[config.mk]
export PLATFORM = sky130hd
export DESIGN_NAME = idli_sqi_mem_m
export DESIGN_NICKNAME = d
export VERILOG_FILES = /design/src/rtl/idli_sqi_mem_m.sv
export SDC_FILE = /design/constraint.sdc
export NUM_CORES = 2
export LEC_CHECK = 0
export BUFFER_PORTS_ARGS = -buffer_cell sky130_fd_sc_hd__buf_2
export CORE_ASPECT_RATIO = 0.8
export CORE_UTILIZATION = 53
export DETAILED_ROUTE_END_ITERATION = 10
export GPL_ROUTABILITY_DRIVEN = 0
export PLACE_DENSITY = 0.68
export SYNTH_ARGS = -nofsm -noshare
export SYNTH_HDL_FRONTEND = slang
export SYNTH_SLANG_ARGS = --single-unit
[constraint.sdc]
create_clock -name i_mem_gck -period 6.9 [get_ports i_mem_gck]
set_clock_uncertainty 0.15 [all_clocks]
set_input_delay 0 -clock i_mem_gck [delete_from_list [all_inputs] [get_ports i_mem_gck]]
set_output_delay 0 -clock i_mem_gck [all_outputs]
set_load 0.01 [all_outputs]
[src/rtl/idli_sqi_mem_m.sv]
// -----------------------------------------------------------------------------
// idli_sqi_mem_m
//
// SQI SRAM responder. This is the memory end of a quad-SPI link in 23LC style.
// It decodes READ (0x03) and WRITE (0x02), each followed by a 16-bit address.
// A READ also takes one dummy byte before its data. Data is sequential.
// Storage is an internal byte array of 2^ADDR_W bytes. Address bits above
// ADDR_W alias.
//
// SCK is oversampled on the system clock. It must hold each level for at
// least one i_mem_gck cycle.
//
// Parameters:
//   ADDR_W          log2 of the array depth in bytes (default 8)
//
// Ports:
//   i_mem_gck       system clock, all logic on posedge
//   i_mem_rst       synchronous active-high reset
//   i_mem_sqi_sck   SQI clock from initiator (synchronous to i_mem_gck)
//   i_mem_sqi_cs    chip select, active-low
//   i_mem_sqi_data  nibble from initiator, sampled on detected SCK rise
//   o_mem_sqi_data  nibble to initiator, updated on detected SCK fall
//   o_mem_sqi_oe    high while the responder drives o_mem_sqi_data
//
// Optional feature: define IDLI_SQI_MEM_MODE_REG_EN to add the mode
// register. It adds WRMR 0x01 and RDMR 0x05, and byte/page/sequential
// addressing. Without it, 0x01 and 0x05 are unknown opcodes.
// -----------------------------------------------------------------------------
module idli_sqi_mem_m #(
  parameter int ADDR_W = 8
) (
  input  logic       i_mem_gck,
  input  logic       i_mem_rst,
  input  logic       i_mem_sqi_sck,
  input  logic       i_mem_sqi_cs,
  input  logic [3:0] i_mem_sqi_data,
  output logic [3:0] o_mem_sqi_data,
  output logic       o_mem_sqi_oe
);

  localparam int DEPTH = 1 << ADDR_W;

  typedef enum logic [3:0] {
    ST_IDLE,
    ST_CMD,
    ST_ADDR,
    ST_DUMMY,
    ST_RD,
    ST_WR,
    ST_IGNORE,
    ST_MODE_WR,
    ST_MODE_RD
  } state_t;

  state_t              state_q;
  logic                sck_q;
  logic [1:0]          cnt_q;       // nibble counter within the current phase
  logic [3:0]          op_hi_q;     // first opcode nibble
  logic                is_rd_q;     // ADDR phase belongs to a READ
  logic [ADDR_W-1:0]   addr_q;
  logic [3:0]          wr_hi_q;     // high nibble of the byte being written
  logic                lo_next_q;   // next fall drives the low nibble
  logic                byte_done_q; // one full byte already transferred
  logic [3:0]          data_q;
  logic                oe_q;
  logic [7:0]          rd_q;        // read shift register, loaded from array

  logic                rise;
  logic                fall;
  logic                active;
  logic                byte_mode;
  logic [ADDR_W-1:0]   addr_inc;
  logic                mem_we;
  logic                mem_re_first;
  logic                mem_re_next;
  logic [ADDR_W-1:0]   mem_addr;
  logic [7:0]          mem_wdata;

  logic [7:0]          mem_q [0:DEPTH-1];

`ifdef IDLI_SQI_MEM_MODE_REG_EN
  logic [7:0]          mode_q;
  logic [3:0]          mode_hi_q;
`endif

  assign rise   = i_mem_sqi_sck & ~sck_q;
  assign fall   = ~i_mem_sqi_sck & sck_q;
  // A deasserted chip select or a reset suppresses all sampling and writes.
  assign active = ~i_mem_rst & ~i_mem_sqi_cs;

`ifdef IDLI_SQI_MEM_MODE_REG_EN
  assign byte_mode = (mode_q[7:6] == 2'b00);
`else
  assign byte_mode = 1'b0;
`endif

  // Next sequential address. In page mode only the low five bits advance.
  always_comb begin
    addr_inc = addr_q + ADDR_W'(1);
`ifdef IDLI_SQI_MEM_MODE_REG_EN
    if (mode_q[7:6] == 2'b10) begin
      addr_inc = {addr_q[ADDR_W-1:5], addr_q[4:0] + 5'd1};
    end
`endif
  end

  // Array access strobes, decoded from the same events the FSM reacts to.
  assign mem_we       = active & rise & (state_q == ST_WR) & (cnt_q == 2'd1);
  assign mem_re_first = active & rise & (state_q == ST_DUMMY) & (cnt_q == 2'd1);
  // The prefetch happens when the low nibble leaves, so the next byte is
  // ready before the following high-nibble fall.
  assign mem_re_next  = active & fall & (state_q == ST_RD) & lo_next_q;
  assign mem_addr     = mem_re_next ? addr_inc : addr_q;
  assign mem_wdata    = {wr_hi_q, i_mem_sqi_data};

  // Byte array with a registered read port. The array contents are not reset.
  always_ff @(posedge i_mem_gck) begin
    if (mem_we) begin
      mem_q[mem_addr] <= mem_wdata;
    end
    if (mem_re_first || mem_re_next) begin
      rd_q <= mem_q[mem_addr];
    end
  end

  always_ff @(posedge i_mem_gck) begin
    if (i_mem_rst) begin
      sck_q       <= 1'b0;
      state_q     <= ST_IDLE;
      cnt_q       <= 2'd0;
      op_hi_q     <= 4'd0;
      is_rd_q     <= 1'b0;
      addr_q      <= '0;
      wr_hi_q     <= 4'd0;
      lo_next_q   <= 1'b0;
      byte_done_q <= 1'b0;
      data_q      <= 4'd0;
      oe_q        <= 1'b0;
`ifdef IDLI_SQI_MEM_MODE_REG_EN
      mode_q      <= 8'h40;
      mode_hi_q   <= 4'd0;
`endif
    end else begin
      sck_q <= i_mem_sqi_sck;
      if (i_mem_sqi_cs) begin
        // Deselect aborts whatever is in flight. Partial bytes are dropped.
        state_q <= ST_IDLE;
        oe_q    <= 1'b0;
      end else begin
        case (state_q)
          ST_IDLE: begin
            state_q <= ST_CMD;
            cnt_q   <= 2'd0;
          end

          ST_CMD: begin
            if (rise) begin
              if (cnt_q == 2'd0) begin
                op_hi_q <= i_mem_sqi_data;
                cnt_q   <= 2'd1;
              end else begin
                cnt_q     <= 2'd0;
                lo_next_q <= 1'b0;
                case ({op_hi_q, i_mem_sqi_data})
                  8'h03: begin
                    is_rd_q <= 1'b1;
                    state_q <= ST_ADDR;
                  end
                  8'h02: begin
                    is_rd_q <= 1'b0;
                    state_q <= ST_ADDR;
                  end
`ifdef IDLI_SQI_MEM_MODE_REG_EN
                  8'h01:   state_q <= ST_MODE_WR;
                  8'h05:   state_q <= ST_MODE_RD;
`endif
                  default: state_q <= ST_IGNORE;
                endcase
              end
            end
          end

          ST_ADDR: begin
            if (rise) begin
              // Shift in MS nibble first. Bits above ADDR_W fall off the top.
              addr_q <= ADDR_W'({addr_q, i_mem_sqi_data});
              cnt_q  <= cnt_q + 2'd1;
              if (cnt_q == 2'd3) begin
                byte_done_q <= 1'b0;
                state_q     <= is_rd_q ? ST_DUMMY : ST_WR;
              end
            end
          end

          ST_DUMMY: begin
            if (rise) begin
              if (cnt_q == 2'd0) begin
                cnt_q <= 2'd1;
              end else begin
                cnt_q     <= 2'd0;
                lo_next_q <= 1'b0;
                state_q   <= ST_RD;
              end
            end
          end

          ST_RD: begin
            if (fall) begin
              if (!lo_next_q && byte_mode && byte_done_q) begin
                state_q <= ST_IGNORE;
                oe_q    <= 1'b0;
              end else if (!lo_next_q) begin
                data_q    <= rd_q[7:4];
                oe_q      <= 1'b1;
                lo_next_q <= 1'b1;
              end else begin
                data_q      <= rd_q[3:0];
                oe_q        <= 1'b1;
                lo_next_q   <= 1'b0;
                addr_q      <= addr_inc;
                byte_done_q <= 1'b1;
              end
            end
          end

          ST_WR: begin
            if (rise) begin
              if (cnt_q == 2'd0) begin
                wr_hi_q <= i_mem_sqi_data;
                cnt_q   <= 2'd1;
              end else begin
                cnt_q  <= 2'd0;
                addr_q <= addr_inc;
                if (byte_mode) begin
                  state_q <= ST_IGNORE;
                end
              end
            end
          end

`ifdef IDLI_SQI_MEM_MODE_REG_EN
          ST_MODE_WR: begin
            if (rise) begin
              if (cnt_q == 2'd0) begin
                mode_hi_q <= i_mem_sqi_data;
                cnt_q     <= 2'd1;
              end else begin
                cnt_q   <= 2'd0;
                mode_q  <= {mode_hi_q, i_mem_sqi_data};
                state_q <= ST_IGNORE;
              end
            end
          end

          ST_MODE_RD: begin
            if (fall) begin
              data_q    <= lo_next_q ? mode_q[3:0] : mode_q[7:4];
              oe_q      <= 1'b1;
              lo_next_q <= ~lo_next_q;
            end
          end
`endif

          ST_IGNORE: begin
            oe_q <= 1'b0;
          end

          default: begin
            state_q <= ST_IDLE;
            oe_q    <= 1'b0;
          end
        endcase
      end
    end
  end

  assign o_mem_sqi_data = data_q;
  assign o_mem_sqi_oe   = oe_q;

endmodule

* Yosys cells after proc, flatten, opt, wreduce, memory -nomap -nowiden
Memories as Yosys holds them, arrays and structs flattened. A register that Yosys moved wholly into a read port is not among the register bits. Cells that the tools add are included.
Storage, ports and cells: register bits after elaboration 30, RAM bits 2048, bits of input ports 8, output and inout bits 5, word-level logic and storage cells 107, memories kept 1
Memory list:
- mem_q | depth 256, bits a word 8, rd ports 1, clocked after Yosys merged registers in 1, write ports 1, RTL line 79 | logic [7:0] mem_q [0:DEPTH-1];
Cells by class: add/sub/neg operators 2, equality and inequality tests 23, mux-type cells 31, bitwise logic cells 18, reduce and logical (&&, ||, !) cells 22
Operators by type and width (number):
- 8-bit 2-to-1 mux | 6
- 4-bit 2-to-1 mux | 7
- 8-bit one-hot mux with 3 select lines | 1
- 2-bit != test (second input constant) | 11
- 4-bit one-hot mux with 5 select lines | 1
- 8-bit by 2-bit equality test with 1-bit output (second input constant) | 2
- 7-bit AND reduction | 2
- 4-bit by 3-bit equality test with 1-bit output (second input constant) | 3
- 4-bit AND reduction | 3
- 1-bit bitwise AND | 11
- 5-bit AND reduction | 2
- 8-bit by 1-bit adder with 8-bit output (second input constant) | 1
- 4-bit by 2-bit equality test with 1-bit output (second input constant) | 2
- 1-bit 2-to-1 mux | 8
- 1-bit inverter | 7
- 3-bit 2-to-1 mux | 2
- 1-bit one-hot mux with 2 select lines | 3
- 2-bit one-hot mux with 3 select lines | 1
- 3-bit nonzero test | 2
- 2-bit OR reduction | 3
- 3-bit OR reduction | 2
- 5-bit OR reduction | 1
- 4-bit by 1-bit equality test with 1-bit output (second input constant) | 1
- 4-bit zero test | 1
- other kinds (10) | 13

* Depth between registers and ports, before layout
word-level depth 7, mapped depth 14, depth with buffers taken out 9

* Worst setup path after synthesis
No wires, ideal clock.
path type flip-flop to flip-flop, start reg wr_hi_q[0], end mem mem_q[0][4] (data pin), library setup time 0.856 ns, data arrival time 3.397 ns, slack 2.498 ns, stages on the path, launching flop included 1, buffers on the path 0, period minus slack after synthesis 4.402 ns, cells stage by stage dfxtp_1
RTL lines:
- from (decl) | RTL line 61 | logic [3:0] wr_hi_q;
- from (signal assigned) | RTL line 229 | wr_hi_q <= i_mem_sqi_data;
- to (decl) | RTL line 79
No word-level cell before the write port.

* Worst setup path after layout
start reg state_q[2], end reg rd_q[7], read port of mem_q (data pin)
On the way: longest elaborated chain between the ends 4
RTL lines:
- from (decl) | RTL line 55 | state_t state_q;
- from (signal assigned) | RTL line 190 | state_q <= is_rd_q ? ST_DUMMY : ST_WR;
- 4-bit by 3-bit equality test with 1-bit output or 4-bit by 2-bit equality test with 1-bit output (tied branches) | RTL line 112, 109
- 1-bit bitwise AND, on equally long branches (2 in a row) | RTL line 112, 109
- 8-bit 2-to-1 mux or 1-bit logical OR (tied branches) | RTL line 113, 121
- to (decl) | RTL line 66 | logic [7:0] rd_q;
Parallel ways exist; a longest one is shown, timed or not. A chain may end at the register's enable or synchronous reset.

==> flow_summary.ini <==
[floorplanning]
core_um2 = 180000
die_h_um = 384
ioPinCount = 13
die_w_um = 479
dieArea_um2 = 184000
initial_utilization_pct = 53.5
rows = 139

[synth]
ys_types = 71
synth_area_per_cell_um2 = 15.9
synth_fp_nets = 6067
synth-edff-count = 2056
synth_ff_type = edfxtp_1
ys_warn_count = 0
syn_area_um2 = 96500
synth_cells = 6055
ys_ff_latch = 2085
synth_seq_area_share_pct = 64.6
synthArstFlopShare_pct = 0

[job]
max-cap-violations = 0

[pwr]
ir_worst_vdd_v = 0.000291
power_leakage_uw = 0.0317
power_density_nw_per_um2 = 237

[worst_setup_path]
r2r-end = rd_q[7]
worstRegToRegCells = 8
reg2reg_from = state_q[2]
worstPathArrival_ns = 6.03
end_kind = register
r2r_setup_slack_ns = 1.29
critical_path_required_ns = 7.33
startpoint_type = register
worstPathMaxFanout = 81
critPathKind = register to register

[global_route]
grt_start_max_net_pins = 170
grt_pass1_vias = 60400
antenna_found_initial = 12
overflow = 0
grt_first_pass_wirelength_um = 415000
grt_usage_pct = 30.8

[timing]
tns_ns = 0
period_needed_ns = 5.61
maxSlewViolCount = 0
setup_slack_ns = 1.29
worst_pin_slew_ns = 1.34
hold_viol_final = 0
slew_headroom_pct = 10.3
max_freq_mhz = 178
period_share_pct = 81.2
finalSetupViolations = 0
rsz0062_at_grt = no

[final_layout]
area_growth_pct = 9.21
fill_cells = 13400
drive_gt1_share_pct = 19.3
num-nets-final = 5883

[route]
viasPerCell = 7.28
firstDrtPassIters = 11
antenna_left = 0
drt_drc_violations_left = 0
highest_layer = met5
route.met2.wl_um = 129000
wl_um = 285000
routedWlPerCell_um = 33.8
dr_wl_met3_um = 39600
vias = 61400
drt_iter0_drc = 9499
wl_met1_um = 105000

[clock_tree]
cts-htree-levels = 4
numCtsBuffers = 197
cts_sinks = 2085
clockBufferDepth = 3
clk_latency_ns = 0.85
root_buffer = clkbuf_16
cts_tree = done
clkSlewWorstSetupHoldPaths_ns = 0.07

[hold_path]
whs_path_depth = 3
min_path_type = input pin to register
hold_start = i_mem_rst
whs_endpoint = addr_q[2]

[place]
io_buffer_count = 12
hpwl_um = 162000
pre_cts_slack_ns = 1.39

[run_status]
outcome = completed
[where the power goes]
part / internal (uW) / switching [uW] / total, uW
logic: 132 / 298 / 430
registers: 13800 / 7.19 / 13800
clock network: 5950 / 4820 / 10800
[cell usage after synthesis, types with 105 or more instances]
cell type	instances	area (um^2)
a221o_1	112	1120
o22ai_1	114	713
clkbuf_1	340	1280
nor2_1	461	1730
a22oi_1	231	1730
o21ai_0	120	601
buf_2	143	716
o31a_1	105	920
nand2_1	277	1040
o21a_1	114	856
a21oi_1	477	2390
a221oi_1	126	1100
nor3_1	124	621
edfxtp_1	2056	61700
mux2i_1	167	1670
mux4_2	642	14500
a222oi_1	112	1120
[sequential cells by signal, summed over array words and instances (netlist names)]
signal / count
sck_q: 1
addr_q: 8
mem_q: 2048
op_hi_q: 4
o_mem_sqi_oe: 1
state_q: 3
cnt_q: 2
is_rd_q: 1
wr_hi_q: 4
o_mem_sqi_data: 4
rd_q: 8
lo_next_q: 1
[layer usage]
layer | track usage [%] | up-vias
li1 | - | 24900
met1 | 42.9 | 31500
met2 | 45.9 | 4280
met3 | 9.39 | 665
met4 | 11.5 | 16
met5 | 0.232 | -
[metrics by stage]
step           cells  area, um^2  power [uW]  hold WS (ns)  util (%)
2_1_floorplan   6055       96500       14300       -0.0511         -
6_report        8436      105000       25000        0.0369      58.5
4_1_cts         8434      105000       25000       0.00478      58.5
5_1_grt         8435      105000       25500        0.0664      58.5
3_3_place_gp    8056       98900       14500         0.136      54.9
3_5_place_dp    8058       99000       14500         0.146      54.9
[placed cells by master (no fill, tap or decap), types with 8 or more instances in the layout]
cell / instances
nand2_2: 14
dlygate4sd3_1: 11
a31oi_1: 8
clkbuf_8: 8
a221oi_1: 126
buf_12: 31
a22oi_1: 231
inv_1: 14
o41ai_1: 25
edfxtp_1: 2056
clkinv_2: 38
clkbuf_16: 204
mux4_2: 642
or2_2: 8
o31a_1: 105
nor2_1: 459
a21oi_1: 477
nand3_1: 12
clkbuf_1: 53
a221o_1: 112
o22ai_1: 114
o21a_1: 114
a211oi_1: 20
nand2_1: 268
o22a_1: 8
o21ai_0: 120
dfxtp_1: 23
bufinv_16: 12
mux2i_1: 167
nor3_1: 124
buf_4: 134
or3_1: 9
clkinv_1: 36
buf_2: 9
a222oi_1: 112
[critical path, cell delays in order, from the launching register on]
cell	delay, ns
dfxtp_1	0.73
nand4bb_4	0.71
nor2_8	0.77
buf_12	0.48
mux4_2	0.38
nor2_1	0.05
o41ai_1	0.84
a31oi_1	0.47
or4_1	0.61
[worst max path at each step]
stage | to | cells past startpoint | start | slack (ns)
after floorplan | mem_q[0][4] | 0 | wr_hi_q[0] | 2.50
after global placement | rd_q[0] | 10 | addr_q[0] | 1.12
after detailed placement | rd_q[3] | 10 | addr_q[0] | 1.39
after CTS | rd_q[3] | 10 | addr_q[0] | 1.37
after global routing | rd_q[3] | 11 | addr_q[0] | 1.09
final | rd_q[7] | 8 | state_q[2] | 1.29
[kinds of logic after synthesis]
kind of cell / count (synthesis) / synth area share (%)
and+or+nand+nor: 947 / 4.12
DFF: 2085 / 64.6
adders and majority gates: 4 / 0.0519
muxes: 810 / 16.7
xor gates and xnor gates: 3 / 0.0272
buffers and inverters: 589 / 2.61
AOI/OAI and AO/OA: 1617 / 11.9
[area by class of cell]
type	count	area, um^2	share of cell area, %
flip-flops and latches	2085	62300	59.2
multi-input cells	3381	31800	30.2
clock buffers	265	5410	5.14
well taps	2397	3000	2.85
repair buffers	189	1840	1.75
clock inverters	100	842	0.799
inverters	17	65.1	0.0618
diodes	2	5.00	0.00475
[timing repair]
item	in CTS	in global routing
buffers inserted	0	0
gates resized for setup	0	0
hold endpoints to repair	633	0
hold buffers	11	0
No activity file was read; power rests on OpenSTA's default activity.
